**src/rtl/opll_pkg.sv**
```systemverilog
// Shared constants, channel register layout and slot helpers for the OPLL core.
package opll_pkg;

  localparam int NUM_CH   = 9;
  localparam int NUM_SLOT = 18;

  localparam logic [7:0] ADDR_USER = 8'h00;
  localparam logic [7:0] ADDR_RHY  = 8'h0E;
  localparam logic [7:0] ADDR_FLO  = 8'h10;
  localparam logic [7:0] ADDR_FHI  = 8'h20;
  localparam logic [7:0] ADDR_IV   = 8'h30;

  typedef struct packed {
    logic [8:0] fnum;
    logic [2:0] blk;
    logic       kon;
    logic       sus;
    logic [3:0] inst;
    logic [3:0] vol;
    logic [3:0] rvol;
  } ch_regs_t;

  // Two operator slots per channel: modulator (even) then carrier (odd).
  function automatic logic [3:0] slot_to_ch(input logic [4:0] s);
    return s[4:1];
  endfunction

endpackage

```
**src/rtl/opll_cpu_latch.sv**
```systemverilog
// CPU-side address latch and single-entry pending write holder.
// Runs on every clk regardless of the core clock enable.
module opll_cpu_latch (
  input  logic       clk,
  input  logic       reset,
  input  logic       cpu_wr,
  input  logic       cpu_a0,
  input  logic [7:0] cpu_d,
  input  logic       commit,
  output logic [7:0] wr_addr,
  output logic [7:0] wr_data,
  output logic       busy
);

  logic [7:0] addr_latch;

  // A data write arriving in the commit clk re-arms pending, so it is never lost.
  always_ff @(posedge clk or posedge reset) begin
    if (reset) begin
      addr_latch <= 8'h00;
      wr_addr    <= 8'h00;
      wr_data    <= 8'h00;
      busy       <= 1'b0;
    end else begin
      if (cpu_wr && !cpu_a0) addr_latch <= cpu_d;
      if (cpu_wr && cpu_a0) begin
        wr_data <= cpu_d;
        wr_addr <= addr_latch;
        busy    <= 1'b1;
      end else if (commit) begin
        busy <= 1'b0;
      end
    end
  end

endmodule

```
**src/rtl/opll_slot_regfile.sv**
```systemverilog
// OPLL register file: commits CPU writes in WR_STAGE and registers the
// current slot's parameters in FETCH_STAGE for the operator pipeline.
module opll_slot_regfile
  import opll_pkg::*;
#(
  parameter int WR_STAGE    = 3,
  parameter int FETCH_STAGE = 0
) (
  input  logic        clk,
  input  logic        reset,
  input  logic        clkena,
  input  logic [4:0]  slot,
  input  logic [1:0]  stage,
  input  logic        cpu_wr,
  input  logic        cpu_a0,
  input  logic [7:0]  cpu_d,
  output logic        busy,
  output logic [8:0]  fnum,
  output logic [2:0]  blk,
  output logic        kon,
  output logic        sus,
  output logic [3:0]  inst,
  output logic [3:0]  vol,
  output logic        rhythm,
  output logic [4:0]  rkon,
  output logic [63:0] user_inst,
  output logic        is_car
);

  logic       commit;
  logic       fetch;
  logic [7:0] wr_addr;
  logic [7:0] wr_data;
  logic       chan_ok;
  ch_regs_t   regs [NUM_CH];
  logic [7:0] user_regs [8];
  logic [5:0] rhy_reg;

  logic [3:0] ch;
  logic       slot_ok;
  ch_regs_t   cur;
  logic [3:0] next_vol;

  assign commit  = clkena && (stage == WR_STAGE[1:0]) && busy;
  assign fetch   = clkena && (stage == FETCH_STAGE[1:0]);
  assign chan_ok = (wr_addr[3:0] < 4'(NUM_CH));

  opll_cpu_latch u_cpu_latch (
    .clk     (clk),
    .reset   (reset),
    .cpu_wr  (cpu_wr),
    .cpu_a0  (cpu_a0),
    .cpu_d   (cpu_d),
    .commit  (commit),
    .wr_addr (wr_addr),
    .wr_data (wr_data),
    .busy    (busy)
  );

  // Register array update; unmapped addresses simply drop the pending write.
  always_ff @(posedge clk or posedge reset) begin
    if (reset) begin
      for (int i = 0; i < NUM_CH; i++) regs[i] <= '0;
      for (int i = 0; i < 8; i++) user_regs[i] <= 8'h00;
      rhy_reg <= 6'h00;
    end else if (commit) begin
      case (wr_addr[7:4])
        ADDR_USER[7:4]: begin
          if (!wr_addr[3]) user_regs[wr_addr[2:0]] <= wr_data;
          else if (wr_addr == ADDR_RHY) rhy_reg <= wr_data[5:0];
        end
        ADDR_FLO[7:4]: if (chan_ok) regs[wr_addr[3:0]].fnum[7:0] <= wr_data;
        ADDR_FHI[7:4]: begin
          if (chan_ok) begin
            regs[wr_addr[3:0]].sus     <= wr_data[5];
            regs[wr_addr[3:0]].kon     <= wr_data[4];
            regs[wr_addr[3:0]].blk     <= wr_data[3:1];
            regs[wr_addr[3:0]].fnum[8] <= wr_data[0];
          end
        end
        ADDR_IV[7:4]: begin
          if (chan_ok) begin
            regs[wr_addr[3:0]].inst <= wr_data[7:4];
            regs[wr_addr[3:0]].vol  <= wr_data[3:0];
            regs[wr_addr[3:0]].rvol <= wr_data[7:4];
          end
        end
        default: ;
      endcase
    end
  end

  // Channel lookup and volume select; HH/TOM modulators take the upper nibble in rhythm mode.
  always_comb begin
    ch       = slot_to_ch(slot);
    slot_ok  = (slot < 5'(NUM_SLOT));
    cur      = '0;
    next_vol = 4'h0;
    if (slot_ok) cur = regs[ch];
    else cur = '0;
    if (!slot_ok) next_vol = 4'h0;
    else if (slot[0]) next_vol = cur.vol;
    else if (rhy_reg[5] && (ch == 4'd7 || ch == 4'd8)) next_vol = cur.rvol;
    else next_vol = 4'h0;
  end

  // Fetched outputs hold for the remainder of the slot.
  always_ff @(posedge clk or posedge reset) begin
    if (reset) begin
      fnum   <= 9'h000;
      blk    <= 3'h0;
      kon    <= 1'b0;
      sus    <= 1'b0;
      inst   <= 4'h0;
      vol    <= 4'h0;
      is_car <= 1'b0;
      rhythm <= 1'b0;
      rkon   <= 5'h00;
    end else if (fetch) begin
      fnum   <= cur.fnum;
      blk    <= cur.blk;
      kon    <= cur.kon;
      sus    <= cur.sus;
      inst   <= cur.inst;
      vol    <= next_vol;
      is_car <= slot_ok & slot[0];
      rhythm <= rhy_reg[5];
      rkon   <= rhy_reg[4:0];
    end
  end

  // Flatten the user instrument bytes.
  always_comb begin
    user_inst = 64'h0;
    for (int i = 0; i < 8; i++) user_inst[8*i +: 8] = user_regs[i];
  end

endmodule

```
**config.mk**
```make
export PLATFORM = sky130hd
export DESIGN_NAME = opll_slot_regfile
export DESIGN_NICKNAME = d
export VERILOG_FILES = /design/src/rtl/opll_pkg.sv /design/src/rtl/opll_cpu_latch.sv /design/src/rtl/opll_slot_regfile.sv
export SDC_FILE = /design/constraint.sdc
export NUM_CORES = 1
export LEC_CHECK = 0
export BUFFER_PORTS_ARGS = -buffer_cell sky130_fd_sc_hd__buf_2
export CORE_MARGIN = 2
export CORE_UTILIZATION = 57
export DETAILED_ROUTE_END_ITERATION = 8
export GPL_TIMING_DRIVEN = 0
export PLACE_DENSITY = 0.82
export SYNTH_ARGS = -nofsm -noshare
export SYNTH_HDL_FRONTEND = slang
export SYNTH_HIERARCHICAL = 1
export SYNTH_SLANG_ARGS = --single-unit
export TNS_END_PERCENT = 30
```
**constraint.sdc**
```tcl
create_clock -name clk -period 17 [get_ports clk]
set_clock_uncertainty 0.15 [all_clocks]
set_input_delay 5.1 -clock clk [delete_from_list [all_inputs] [get_ports clk]]
set_output_delay 5.1 -clock clk [all_outputs]
set_load 0.02 [all_outputs]
```
==> metrics <==
Critical Path End Type flop; PwrDens 115 nW/um^2; Adder-Cell Fraction of Synth Area 0%; H-tree levels 2; port bufs 111; Die W 162 um; initial core utilization 58.1%; mux contribution to synthesized area 30.6%; Hold Path Origin rhy_reg[1]$_DFFE_PP0P_; core area 24400 um^2; final period utilization 42.7%; mean post-synth cell area 14.1 um^2; CTS tree built; relative slew slack 21.1%; Max VDD drop 86.4 uV; post-synthesis register bit count 330; Detailed Place HPWL 24.0 mm; Req. time, crit path 17280 ps; number of synthesis warnings 6; Avg WL per Cell 23.6 um; FMAX 138 MHz; reg-to-reg startpoint u_cpu_latch/wr_addr[2]$_DFFE_PP0P_; via count 9192; reg2reg path depth 6; RSZ-0062 raised after global routing no; Pre-antenna DRT Iters 7; Layout Nets 1177; Routed WL 35.7 mm; simple-gate share of the synthesized area 5.22%; Hold Crit Endpoint rkon[1]$_DFFE_PP0P_; Tmin final roughly 7300 ps; initial DRC count 782; Final Hold Violating Endpoints 0; vias in the first global route 9459; hold_buf cts 0; Place WS 9350 ps; post-synthesis xor/xnor area fraction 0%; register area 8260 um^2; DIE AREA 26200 um^2; Clock Path Buffers 3; Die Y 162 um; ant diodes 0; largest family of logic cells by synthesized area multiplexers; Placed Area 15200 um^2; synthesis-to-layout area growth 16.2%; CTS root buf clkbuf_16; Synth Area in Compound Gates 3.51%; Slew @ Worst Pin 1180 ps; fin cells 1509; post-synthesis cell count 1006; final setup violation count 0; first-pass GRT wire length 55.7 mm; critical path launch point type input pin; crit path max fanout 10; number of I/O pins 114; TNS Setup 0 ps; largest register by flop count regs; worst skew pair latency 530 ps; GRT Total Usage 28.0%; Worst R2R End regs[0]$_DFFE_PP0P_; sequential-to-total area share from yosys stat between 50% and 60%; std cell rows 57; layout cell share with drive strength beyond 1 a little under half; setup ws final 9750 ps; # Post-CTS Setup Buffers 0; CP arrival 7530 ps; Hold Path Stages 2; P_leak 0.00832 uW; final slew viol count 0; area of the multi-input gates between 5000 and 6000 um^2; Crit Path Category in -> reg; clock transition at the registers of the reported paths roughly 60 ps; DR vias/cell 6.09; dominant synthesized flop cell dfrtp_1; Util after Layout 67.5%; Final ANT Viol Nets 0; Hold Crit Class reg -> reg; placed insts ~1400; maximum number of pins on one net before global-route repair between 100 and 150; commonest non-fill, non-tap cell in the layout dfrtp_1; Synth cell types between 40 and 50; Post-synth EDFFs 0; CTS Buf Count 36; Synth Cell Area approximately 14000 um^2; max reg flops just over 200; outcome completed; clock sink count 330; setup slack, reg-to-reg 14160 ps; Post-Layout Inst Area 16500 um^2; grt total ovfl 0; Net Count, Synth 1026; FFs w/ async S/R, synth 100%; post-cts repair resize count 0; commonest non-fill, non-tap cells in the layout dfrtp_1 (330), mux2_2 (317), buf_2 (122), nand2_1 (84), clkbuf_1 (44); Max-Cap Viols 0; drc violations 0; initial antenna violation count 0; final-layout fill cell count between 1500 and 2000; gpl congestion 0.861
cell families after synthesis:
| family | count (synthesis) |
|---|---|
| compound gates | 81 |
| buf+inv | 77 |
| flops | 330 |
| mux | 370 |
| simple gates | 148 |
worst max-delay path, cell delays in order:
cell and delay [ps]:
buf_2 110, nor3b_1 920, clkbuf_1 490, clkbuf_1 640, nor2_1 80, a31oi_1 180
layer usage:
metal	GRT usage (%)	routed length (um)	up-vias
li1	-	-	3915
met2	44.0	16700	388
met3	5.13	2540	90
met4	10.7	1320	0
met5	0	0	-
met1	39.5	15100	4799
final cells by class:
class / instances / area share [%]
Sequential cell: 330 / 50.1
Multi-Input combinational cell: 599 / 33.8
Clock buffer: 56 / 7.02
Timing Repair Buffer: 113 / 3.71
Tap cell: 324 / 2.46
Buffer: 70 / 1.95
Clock inverter: 10 / 0.699
Inverter: 7 / 0.205
cell usage after synthesis (3+ instances only):
cell,n,share of area (%)
mux2_2,317,25
inv_1,7,0.19
nand2_1,84,2.2
a41oi_1,4,0.25
o22ai_1,4,0.18
a32o_1,4,0.28
o21ai_0,16,0.56
mux2i_1,26,1.8
clkbuf_1,42,1.1
a221oi_1,4,0.25
a22oi_1,4,0.21
nor4_4,4,0.60
buf_2,11,0.39
nor3_1,5,0.18
a21oi_1,25,0.88
mux4_2,18,2.9
buf_1,6,0.16
a31oi_1,18,0.79
nor3_2,3,0.21
buf_4,10,0.53
dfrtp_1,330,58
nor2_1,28,0.74
mux2_1,9,0.71
nand2b_1,4,0.18
report_power, final:
part,internal (uW),switching [uW]
registers,837,38.4
logic,74.8,139
clock network,487,318
total,1400,496
through the flow:
step                      power [uW]  hold slack [ps]
after floorplan                 1010              283
after global placement          1090              294
after detailed placement        1100              301
after CTS                       1900              318
after global routing            1960              338
final                           1890              315
how the worst max path moves through the flow:
stage | startpoint | depth (start not counted) | to | slack (ps)
after floorplan | reset | 1 | blk[0]$_DFFE_PP0P_ | 3320
after global placement | reset | 2 | regs[86]$_DFFE_PP0P_ | 210
after detailed placement | stage[1] | 6 | kon$_DFFE_PP0P_ | 9350
after CTS | stage[1] | 6 | kon$_DFFE_PP0P_ | 9800
after global routing | stage[1] | 6 | kon$_DFFE_PP0P_ | 9570
final | stage[1] | 6 | kon$_DFFE_PP0P_ | 9750
No activity file was read; power rests on OpenSTA's default activity.
